### config.mk
export PLATFORM = sky130hd
export DESIGN_NAME = layer_param_loader
export DESIGN_NICKNAME = d
export VERILOG_FILES = /design/src/rtl/layer_param_loader_pkg.sv /design/src/rtl/layer_param_loader.sv
export SDC_FILE = /design/constraint.sdc
export NUM_CORES = 1
export LEC_CHECK = 0
export ABC_CLOCK_PERIOD_IN_PS = 5150
export BUFFER_PORTS_ARGS = -buffer_cell sky130_fd_sc_hd__buf_2
export CAP_MARGIN = 40
export CORE_MARGIN = 8
export CORE_UTILIZATION = 45
export CTS_CLUSTER_SIZE = 28
export DETAILED_ROUTE_END_ITERATION = 7
export PLACE_DENSITY = 0.75
export REMOVE_ABC_BUFFERS = 1
export SYNTH_ARGS = -nofsm -noshare
export SYNTH_HDL_FRONTEND = slang
export SYNTH_SLANG_ARGS = --single-unit
### constraint.sdc
create_clock -name clk -period 5.15 [get_ports clk]
set_input_delay 1.03 -clock clk [delete_from_list [all_inputs] [get_ports clk]]
set_output_delay 1.03 -clock clk [all_outputs]
set_load 0.01 [all_outputs]
### src/rtl/layer_param_loader_pkg.sv
// Shared definitions for the layer parameter loader: fixed-point word width
// and the words-per-node rule that the layer and the loader must agree on.
package layer_param_loader_pkg;

  localparam int unsigned FP_N = 16;

  // Each node takes sx weights, one bias and one end-marker word.
  function automatic int unsigned loader_wpn(input int unsigned sx);
    return sx + 2;
  endfunction

endpackage

### src/rtl/layer_param_loader.sv
// Streams one layer's parameter words onto the layer parameter bus, pulsing
// exactly one node's shift enable per accepted word, node 0 first.
module layer_param_loader
  import layer_param_loader_pkg::*;
#(
  parameter int unsigned sx = 99,
  parameter int unsigned sl = 99,
  parameter int unsigned n  = FP_N
) (
  input  logic                                  clk,
  input  logic                                  rst,
  input  logic                                  start,
  input  logic                                  clr,
  input  logic [n-1:0]                          in_data,
  input  logic                                  in_valid,
  output logic                                  in_ready,
  output logic [n-1:0]                          bus,
  output logic [sl-1:0]                         we,
  output logic [((sl > 1) ? $clog2(sl) : 1)-1:0] node_idx,
  output logic                                  busy,
  output logic                                  done
);

  localparam int unsigned WPN = loader_wpn(sx);
  localparam int unsigned NW  = (sl > 1) ? $clog2(sl) : 1;
  localparam int unsigned WW  = $clog2(WPN);

  localparam logic [WW-1:0] LAST_WORD = WW'(WPN - 1);
  localparam logic [NW-1:0] LAST_NODE = NW'(sl - 1);
  // Node k owns we[sl-1-k], so node 0's enable is the MSB.
  localparam logic [sl-1:0] WE_NODE0 = {1'b1, {(sl - 1){1'b0}}};

  typedef enum logic [1:0] {
    IDLE,
    LOAD,
    DONE
  } state_t;

  state_t          state_q, state_d;
  logic [WW-1:0]   word_cnt;
  logic [NW-1:0]   node_cnt;
  logic            accept;
  logic            last_word;
  logic            restart;

  assign in_ready  = (state_q == LOAD) && !clr;
  assign accept    = in_valid && in_ready;
  assign last_word = (node_cnt == LAST_NODE) && (word_cnt == LAST_WORD);
  assign restart   = start && (state_q != LOAD);

  assign busy      = (state_q == LOAD);
  assign done      = (state_q == DONE);
  assign node_idx  = node_cnt;

  always_comb begin
    // NOTE: next state defaults to the current state first so no path through
    // the case leaves state_d unassigned, which would infer a latch.
    state_d = state_q;
    unique case (state_q)
      IDLE:    if (start) state_d = LOAD;
      LOAD:    if (accept && last_word) state_d = DONE;
      DONE:    if (start) state_d = LOAD;
      default: state_d = IDLE;
    endcase
    // Abort wins over everything, including a simultaneous start.
    if (clr) state_d = IDLE;
  end

  // NOTE: registered state uses non-blocking assignments so every flop samples
  // pre-edge values, independent of statement order between blocks.
  always_ff @(posedge clk or posedge rst) begin
    if (rst) state_q <= IDLE;
    else     state_q <= state_d;
  end

  always_ff @(posedge clk or posedge rst) begin
    if (rst) begin
      word_cnt <= '0;
      node_cnt <= '0;
    end else if (clr || restart) begin
      word_cnt <= '0;
      node_cnt <= '0;
    end else if (accept) begin
      if (word_cnt == LAST_WORD) begin
        word_cnt <= '0;
        // The final node's counter parks at sl-1 until the next start clears it.
        if (node_cnt != LAST_NODE) node_cnt <= node_cnt + NW'(1);
      end else begin
        word_cnt <= word_cnt + WW'(1);
      end
    end
  end

  // NOTE: bus and we are plain output registers, so they take the async reset;
  // the node shift registers they feed are deliberately never cleared here.
  always_ff @(posedge clk or posedge rst) begin
    if (rst) begin
      bus <= '0;
      we  <= '0;
    end else begin
      we <= accept ? (WE_NODE0 >> node_cnt) : '0;
      if (accept) bus <= in_data;
    end
  end

endmodule

==> impl_metrics.toml <==
[pwr]
p_sw_uw = 542
peakVddDrop_mv = 0.234
power.leakage_nw = 3.29
p_per_area_mw_per_mm2 = 404
seq_power_share = 0.437
power_frac_clock = 0.508
internal-power_mw = 1.94
power_frac_comb = 0.055
sw_frac_of_total = 0.219

[global_routing]
grt_pass1_wl_mm = 19.0
grt_max_degree = 71
track_usage = 0.174
antenna_found_initial = 0
grt.overflow.total = 0
grt_pass1_vias = 3632

[placed_design]
placed_cell_area_mm2 = 0.00550
place_ws_ns = 2.16
port_buffers = 145
dp_hpwl_mm = 8.16
gp_congestion = 0.787
place_inst = 683

[drt]
drt_iter0_markers = 232
vias = 3453
via_per_inst = 4.83
drc = 0
avgRoutedWirePerCell_um = 16.3
drt_wl_total_mm = 11.7
antenna_left = 0
drtPass1Iterations = 5

[clock_network]
clk_latency_ns = 0.51
cts_buffers = 17
cts.sinks = 131
cts_setup_buffers = 0
root_buffer = "clkbuf_8"
cts.path.max_buffers = 2
cts_tree = "done"
cts_max_level = 4
clkSlewWorstSetupHoldPaths_ns = 0.06
ctsHoldBuffers = 0
cts_resized = 0

[layout]
nets = 595
diodes = 0
drive_gt1_frac = 0.318
syn_to_final_growth_pct = 32.7
stdcell_area_mm2 = 0.00614
fin_util = 0.605
seq_area_mm2 = 0.00328
nFillCells = 828
layoutNonFillerInstCount = 715
multiInputGateArea_mm2 = 0.00125

[synthesis]
postSynthAreaPerCell_um2 = 11.1
ys_seq_elements = 131
yosysUniqueCellTypes = 29
yosysWarnings = 0
netlist_area_mm2 = 0.00462
synth-edff-count = 0
async_flop_share = 1.00
synth_cells = 415
yosysTopAreaCell = "dfrtp_1"
yosys-top-cells-area = "dfrtp_1 71%, nor2_1 8.8%, nand2_1 6.2%"
dominantRegCellSynth = "dfrtp_1"
ys_seq_area_frac = 0.709
synth_top_area_share = 0.709

[critical_path]
r2r_end = "node_idx[6]"
rr_worst_depth = 4
cp.arrival_ns = 1.55
crit_path_end_kind = "primary output"
cp_max_fo = 8
worstSetupPathType = "register to primary output"
critical_path.reg2reg.startpoint = "state_q[1]"
cp.required_ns = 4.12
startpoint_type = "register"
rrSetupSlack_ns = 2.89

[timing]
max_slew.worst_pin.slew_ns = 0.749
worst_slack_ns = 2.57
hold_viol = 0
max_freq_mhz = 388
fin_crit_sh = 0.501
grt_setup_unrepaired = "no"
min_period_ns = 2.58
setup_viol = 0
setup_tns_ns = 0
slew_headroom = 0.499
finalMaxSlewViolations = 0
finClkSkew_ns = 0.00425

[die]
ios = 146
rows = 37
chipWidth_um = 117
die_area_mm2 = 0.0138
die_h_um = 117
start_util = 0.456
coreArea_mm2 = 0.0101

[outcome]
status = "complete, no violations"

[hold_path]
hp-class = "input pin to asynchronous set/reset pin"

[run]
cap_viol_max_count = 0
-- flip-flops by register name, indices dropped and copies added (netlist names) --
register / count
state_q: 2
bus: 16
node_idx: 7
we: 99
word_cnt: 7
-- cell families (layout without fill, tap and decap cells) --
logic type | after synthesis | in the layout | synth area share
compound gates | 26 | 26 | 0.0368
xor+xnor | 3 | 3 | 0.00568
fa+ha+maj | 8 | 8 | 0.0217
buf+inv | 26 | 190 | 0.0214
flops | 131 | 131 | 0.709
simple gates | 221 | 221 | 0.205
-- placed cells by master, fill, tap and decap left out, types with 2 or more instances in the layout --
cell	netlist	layout
buf_2	1	145
dfrtp_1	131	131
nor2_1	108	108
nand2_1	76	76
clkbuf_16	0	16
nand3_1	13	13
inv_1	10	9
ha_1	8	8
o31ai_1	7	7
a21oi_1	7	7
nor2b_1	5	5
a211oi_1	5	5
or4_1	4	4
o21ai_0	4	4
clkbuf_8	0	4
clkinvlp_4	0	4
bufinv_16	0	4
nand2b_1	3	3
nor4_1	3	3
xnor2_1	3	3
clkinv_2	0	2
buf_4	0	2
-- final cells by class --
cell class,count,share of cell area
clock buffers,20,0.0742
clock inverters,12,0.0290
inverters,10,0.00653
multi-input cells,258,0.203
flip-flops and latches,131,0.534
well taps,136,0.0277
repair buffers,148,0.125
-- per-stage QoR --
step	hold WS [ns]	power (mW)
floorplan	0.514	1.17
global placement	0.456	1.24
detailed placement	0.458	1.24
CTS	0.461	2.50
global route	0.472	2.56
finish	0.467	2.48
-- power by group through the flow --
stage | clock (mW) | sequential, mW | combinational, mW
after floorplan | 0 | 1.12 | 0.0555
after global placement | 0 | 1.10 | 0.134
after detailed placement | 0 | 1.10 | 0.140
after CTS | 1.27 | 1.09 | 0.140
after global routing | 1.32 | 1.09 | 0.155
final | 1.26 | 1.09 | 0.136
-- worst max-delay path by stage --
| stage | from | end | slack [ns] | cells past startpoint |
|---|---|---|---|---|
| 6_report | state_q[1] | in_ready | 2.57 | 3 |
| 3_5_place_dp | clr | node_idx[6] | 2.16 | 5 |
| 5_1_grt | state_q[0] | in_ready | 2.46 | 3 |
| 4_1_cts | state_q[1] | in_ready | 2.54 | 3 |
| 2_1_floorplan | rst | bus[0] | 0.62 | 1 |
| 3_3_place_gp | clr | node_idx[6] | 2.23 | 5 |
-- cell usage after synthesis (3+ instances only) --
| master | instances |
|---|---|
| dfrtp_1 | 131 |
| nor2_1 | 108 |
| nand2_1 | 76 |
| clkbuf_1 | 15 |
| nand3_1 | 13 |
| inv_1 | 10 |
| ha_1 | 8 |
| a21oi_1 | 7 |
| o31ai_1 | 7 |
| a211oi_1 | 5 |
| nor2b_1 | 5 |
| o21ai_0 | 4 |
| or4_1 | 4 |
| nand2b_1 | 3 |
| nor4_1 | 3 |
| xnor2_1 | 3 |
-- worst max-delay path, stage by stage, from the launching register on --
cell	delay, ns
dfrtp_1	0.41
nand2b_1	0.28
nor2_1	0.19
buf_2	0.16
-- metal layers --
layer	up-vias	track usage	share of wire
met3	9	0.0782	0.088
li1	1633	-	-
met4	0	0.0600	0.0082
met2	136	0.279	0.48
met1	1675	0.201	0.43
met5	-	0	0
Note: power is estimated with default switching activity, not from simulation.
